`src/rtl/sram_port_arbiter.sv`:
```
// -----------------------------------------------------------------------------
// sram_port_arbiter
//
// Shares one synchronous SRAM port (read data valid one cycle after mem_en)
// between a read-only instruction-fetch port and a load/store data port.
//
// Ports
//   clk, resetn        : clock (rising edge), synchronous active-low reset
//   inst_*             : fetch port. inst_req/inst_addr in, inst_addr_ok out
//                        (combinational grant), inst_data_ok/inst_rdata out,
//                        inst_rsp_ready in
//   data_*             : load/store port. data_req/data_wr/data_wstrb/
//                        data_addr/data_wdata in, data_addr_ok out
//                        (combinational grant), data_data_ok/data_rdata out,
//                        data_rsp_ready in
//   mem_*              : shared SRAM port. mem_en/mem_we/mem_addr/mem_wdata
//                        out, mem_rdata in
//
// Handshake: a request is taken when req=1 and addr_ok=1 in the same cycle.
// A response is taken when data_ok=1 and rsp_ready=1 in the same cycle; while
// rsp_ready=0 the response is parked in that side's hold buffer and data_ok
// stays high with the same rdata until it is taken.
//
// Arbitration: data beats inst, except when inst has lost STARVE_MAX times in
// a row while eligible, in which case inst wins once.
// -----------------------------------------------------------------------------
module sram_port_arbiter #(
  parameter int STARVE_MAX = 3
) (
  input  logic        clk,
  input  logic        resetn,
  // fetch port
  input  logic        inst_req,
  input  logic [31:0] inst_addr,
  output logic        inst_addr_ok,
  output logic        inst_data_ok,
  output logic [31:0] inst_rdata,
  input  logic        inst_rsp_ready,
  // load/store port
  input  logic        data_req,
  input  logic        data_wr,
  input  logic [3:0]  data_wstrb,
  input  logic [31:0] data_addr,
  input  logic [31:0] data_wdata,
  output logic        data_addr_ok,
  output logic        data_data_ok,
  output logic [31:0] data_rdata,
  input  logic        data_rsp_ready,
  // shared SRAM port
  output logic        mem_en,
  output logic [3:0]  mem_we,
  output logic [31:0] mem_addr,
  output logic [31:0] mem_wdata,
  input  logic [31:0] mem_rdata
);

  localparam logic       SRC_INST   = 1'b0;
  localparam logic       SRC_DATA   = 1'b1;
  localparam logic [1:0] STARVE_LIM = 2'(STARVE_MAX);

  // response stage: the transaction granted last cycle, whose SRAM data
  // appears on mem_rdata this cycle
  logic        rsp_valid;
  logic        rsp_src;
  logic        rsp_wr;

  // per-side hold buffers for responses the owner was not ready to take
  logic        inst_hold_valid;
  logic [31:0] inst_hold_data;
  logic        data_hold_valid;
  logic [31:0] data_hold_data;

  logic [1:0]  starve_cnt;

  logic        inst_rsp_now;
  logic        data_rsp_now;
  logic        inst_busy;
  logic        data_busy;
  logic        inst_elig;
  logic        data_elig;
  logic        starve_hit;
  logic        grant_inst;
  logic        grant_data;

  always_comb begin
    inst_rsp_now = rsp_valid && (rsp_src == SRC_INST);
    data_rsp_now = rsp_valid && (rsp_src == SRC_DATA);

    // A side whose response completes this cycle (rsp_ready=1) is free to be
    // granted again in the same cycle; a parked response always blocks.
    inst_busy = (inst_rsp_now && !inst_rsp_ready) || inst_hold_valid;
    data_busy = (data_rsp_now && !data_rsp_ready) || data_hold_valid;

    inst_elig = inst_req && !inst_busy;
    data_elig = data_req && !data_busy;

    starve_hit = (starve_cnt == STARVE_LIM);

    grant_data = resetn && data_elig && !(inst_elig && starve_hit);
    grant_inst = resetn && inst_elig && !grant_data;
  end

  // request side and SRAM drive
  always_comb begin
    inst_addr_ok = grant_inst;
    data_addr_ok = grant_data;
    mem_en       = grant_inst || grant_data;
    mem_we       = 4'h0;
    mem_addr     = 32'h0;
    mem_wdata    = 32'h0;
    if (grant_data) begin
      mem_addr  = data_addr;
      mem_wdata = data_wdata;
      if (data_wr) begin
        mem_we = data_wstrb;
      end
    end else if (grant_inst) begin
      mem_addr  = inst_addr;
      mem_wdata = data_wdata;
    end
  end

  // response side
  always_comb begin
    inst_data_ok = 1'b0;
    inst_rdata   = 32'h0;
    data_data_ok = 1'b0;
    data_rdata   = 32'h0;
    if (resetn) begin
      if (inst_hold_valid) begin
        inst_data_ok = 1'b1;
        inst_rdata   = inst_hold_data;
      end else if (inst_rsp_now) begin
        inst_data_ok = 1'b1;
        inst_rdata   = mem_rdata;
      end
      if (data_hold_valid) begin
        data_data_ok = 1'b1;
        data_rdata   = data_hold_data;
      end else if (data_rsp_now) begin
        data_data_ok = 1'b1;
        // stores return no data
        data_rdata   = rsp_wr ? 32'h0 : mem_rdata;
      end
    end
  end

  always_ff @(posedge clk) begin
    if (!resetn) begin
      rsp_valid       <= 1'b0;
      rsp_src         <= SRC_INST;
      rsp_wr          <= 1'b0;
      inst_hold_valid <= 1'b0;
      inst_hold_data  <= 32'h0;
      data_hold_valid <= 1'b0;
      data_hold_data  <= 32'h0;
      starve_cnt      <= 2'd0;
    end else begin
      rsp_valid <= grant_inst || grant_data;
      rsp_src   <= grant_data ? SRC_DATA : SRC_INST;
      rsp_wr    <= grant_data && data_wr;

      // starve_cnt only counts losses while inst is actually eligible
      if (!inst_req || grant_inst) begin
        starve_cnt <= 2'd0;
      end else if (inst_elig && (starve_cnt != 2'd3)) begin
        starve_cnt <= starve_cnt + 2'd1;
      end

      if (inst_rsp_now && !inst_rsp_ready) begin
        inst_hold_valid <= 1'b1;
        inst_hold_data  <= mem_rdata;
      end else if (inst_hold_valid && inst_rsp_ready) begin
        inst_hold_valid <= 1'b0;
      end

      if (data_rsp_now && !data_rsp_ready) begin
        data_hold_valid <= 1'b1;
        data_hold_data  <= rsp_wr ? 32'h0 : mem_rdata;
      end else if (data_hold_valid && data_rsp_ready) begin
        data_hold_valid <= 1'b0;
      end
    end
  end

endmodule

```
`config.mk`:
```
export PLATFORM = sky130hd
export DESIGN_NAME = sram_port_arbiter
export DESIGN_NICKNAME = d
export VERILOG_FILES = /design/src/rtl/sram_port_arbiter.sv
export SDC_FILE = /design/constraint.sdc
export NUM_CORES = 1
export LEC_CHECK = 0
export ABC_AREA = 1
export BUFFER_PORTS_ARGS = -buffer_cell sky130_fd_sc_hd__buf_2
export CAP_MARGIN = 10
export CORE_AREA = 2 2 106 108
export DETAILED_ROUTE_END_ITERATION = 8
export DIE_AREA = 0 0 108 110
export GPL_TIMING_DRIVEN = 0
export MAX_ROUTING_LAYER = met4
export PLACE_DENSITY = 0.81
export SLEW_MARGIN = 25
export SYNTH_ARGS = -nofsm -noshare
export SYNTH_HDL_FRONTEND = slang
export SYNTH_SLANG_ARGS = --single-unit
export TNS_END_PERCENT = 30
```
`constraint.sdc`:
```
create_clock -name clk -period 2.95 [get_ports clk]
set_input_delay 0.59 -clock clk [delete_from_list [all_inputs] [get_ports clk]]
set_output_delay 0.59 -clock clk [all_outputs]
set_load 0.05 [all_outputs]
```
==> results.sh <==
export IMPL_io_pins=276
export IMPL_rrSetupSlack_ns=1.51
export IMPL_grt_pass1_vias=5097
export IMPL_tritoncts="yes"
export IMPL_period_minus_slack_ns=2.74
export IMPL_max_freq_mhz=365
export IMPL_irDropWorstVdd_mv=0.214
export IMPL_hp_start="inst_rsp_ready"
export IMPL_cp_arrival_ns=2.15
export IMPL_setup_ws_ns=0.209
export IMPL_cts_sink_count=71
export IMPL_max_slew_margin=0.646
export IMPL_cts_clk_slew_worst_paths_ns=0.07
export IMPL_die_x_um=108
export IMPL_grt_use_total=0.289
export IMPL_vias_per_cell=4.95
export IMPL_p_total_uw=2710
export IMPL_cts_root_buf="clkbuf_8"
export IMPL_cp_start_kind="flop"
export IMPL_post_route_period_util=0.929
export IMPL_final_cell_area_mm2=0.00616
export IMPL_status="complete, no violations"
export IMPL_grt_max_degree=13
export IMPL_drive_above_1_share=0.316
export IMPL_slew_viol_final=0
export IMPL_placed_area_mm2=0.00597
export IMPL_cts_made_buffers=9
export IMPL_start_util=0.413
export IMPL_grt_pass1_wl_mm=25.7
export IMPL_syn_to_final_growth_pct=39.3
export IMPL_final_setup_tns_ns=0
export IMPL_syn_num_nets=893
export IMPL_criticalPathCategory="flop to output pin"
export IMPL_htree_levels=3
export IMPL_yosys_warnings=0
export IMPL_r2r_start="rsp_valid"
export IMPL_worst_path_buf_inv=4
export IMPL_synth_cell_types=20
export IMPL_syn_area_per_cell_um2=5.87
export IMPL_cp_startpoint="inst_hold_valid"
export IMPL_setup_viol=0
export IMPL_cap_violations=0
export IMPL_synth_ff_latch_count=71
export IMPL_place_gp_congestion=0.966
export IMPL_fp_coreArea_mm2=0.0107
export IMPL_drt_iter0_drc=491
export IMPL_leakage_uw=0.00348
export IMPL_rows=38
export IMPL_cp_max_fo=10
export IMPL_vias=5868
export IMPL_dieArea_mm2=0.0119
export IMPL_wirelength_mm=17.5
export IMPL_dieHeight_um=110
export IMPL_crit_path_cell_trace="inv_1 -> a21oi_2 -> inv_2 -> clkbuf_1 -> a211oi_1 -> buf_2"
export IMPL_worstPathRequired_ns=2.36
export IMPL_dpl_hpwl_mm=14.0
export IMPL_clk_latency_ns=0.36
export IMPL_cts_repair_resized=0
export IMPL_slowest_stage="a211oi_1"
export IMPL_drc_errors=0
export IMPL_synth_cell_area_mm2=0.00442
export IMPL_final_common_cell="buf_2"
export IMPL_post_cts_buffers=0
export IMPL_post_place_ws_ns=0.285
export IMPL_max_stage_delay_ns=0.40
export IMPL_syn_inst=753
export IMPL_drtAntennaViolNets=0
export IMPL_nFillCells=1113
export IMPL_worst_pin_slew_ns=0.531
export IMPL_fin_nets=1179
export IMPL_gr_total_overflow=0
export IMPL_power_density_mw_per_mm2=441
export IMPL_clock_skew_ns=0.00967
export IMPL_synth_seq_area_share=0.321
export IMPL_first_pass_iters=5
export IMPL_hp_class="input port to flop"
export IMPL_ctsHoldBuffers=0
export IMPL_final_cell_mix="buf_2 (295), nor2_1 (160), nand2_1 (139), inv_1 (105), dfxtp_1 (71)"
export IMPL_drt_wirelength_per_cell_um=14.8
export IMPL_hold_viol_final=0
export IMPL_cp_top_family="buffers and inverters"
export IMPL_end_kind="output pin"
export IMPL_rsz0062_at_grt="false"
export IMPL_antenna_found_initial=0
export IMPL_clockBufferDepth=2
export IMPL_io_buffers=275
cell families after synthesis:
family | after synthesis | synth area share
AOI/OAI and AO/OA | 167 | 0.209
adders and majority gates | 1 | 0.00283
buffers and inverters | 167 | 0.156
DFF | 71 | 0.321
and+or+nand+nor | 347 | 0.311
through the flow:
step	hold WS, ns	utilization	std cells
global route	0.413	0.575	1184
finish	0.411	0.576	1185
global placement	0.439	0.558	1168
floorplan	0.430	-	753
detailed placement	0.446	0.558	1168
CTS	0.404	0.575	1184
layer usage:
metal  vias to the layer above  global-route usage  routed length (µm)
met5                         -                   -                   0
met4                         0              0.0806                 271
met3                        25              0.0488                1570
met2                       276               0.491                8660
met1                      2639               0.356                7050
li1                       2928                   -                   -
cell type report:
class                           count  area [µm²]  area share
Inverter                          111         417      0.0677
Clock inverter                      5        31.3     0.00508
Multi-Input combinational cell    515        2310       0.375
Tap cell                          140         175      0.0284
Sequential cell                    71        1420       0.231
Timing Repair Buffer              275        1380       0.223
Antenna cell                        1        2.50    0.000406
Clock buffer                       11         151      0.0246
Buffer                             56         273      0.0443
cell usage after synthesis:
library cell,number,area (µm²)
nor2_1,160,601
nand2_1,139,522
inv_1,105,394
dfxtp_1,71,1420
a21oi_1,70,350
o21ai_0,63,315
nand3_1,41,205
a211oi_1,33,248
clkbuf_1,25,93.8
buf_2,20,100
inv_2,6,22.5
buf_1,4,15.0
buf_4,4,30.0
buf_6,3,33.8
nand2_2,3,18.8
nand4_1,2,12.5
a21oi_2,1,8.76
ha_1,1,12.5
nor2_2,1,6.26
nor2_4,1,11.3
power by group:
part / switching (µW) / internal (µW)
registers: 17.6 / 1010
clock network: 378 / 350
logic: 711 / 248
final timing paths:
kind / to / cells after the start
worst min-delay path: inst_hold_valid / 2
worst max-delay path: inst_rdata[21] / 6
worst min register to register: inst_hold_data[26] / 2
worst max register to register: data_hold_data[1] / 6
state kept, by name, summed over array words and instances, names as in the netlist:
signal	flops
inst_hold_valid	1
data_hold_valid	1
rsp_valid	1
starve_cnt	2
data_hold_data	32
inst_hold_data	32
rsp_wr	1
rsp_src	1
Power figures use the tool's default switching activity.
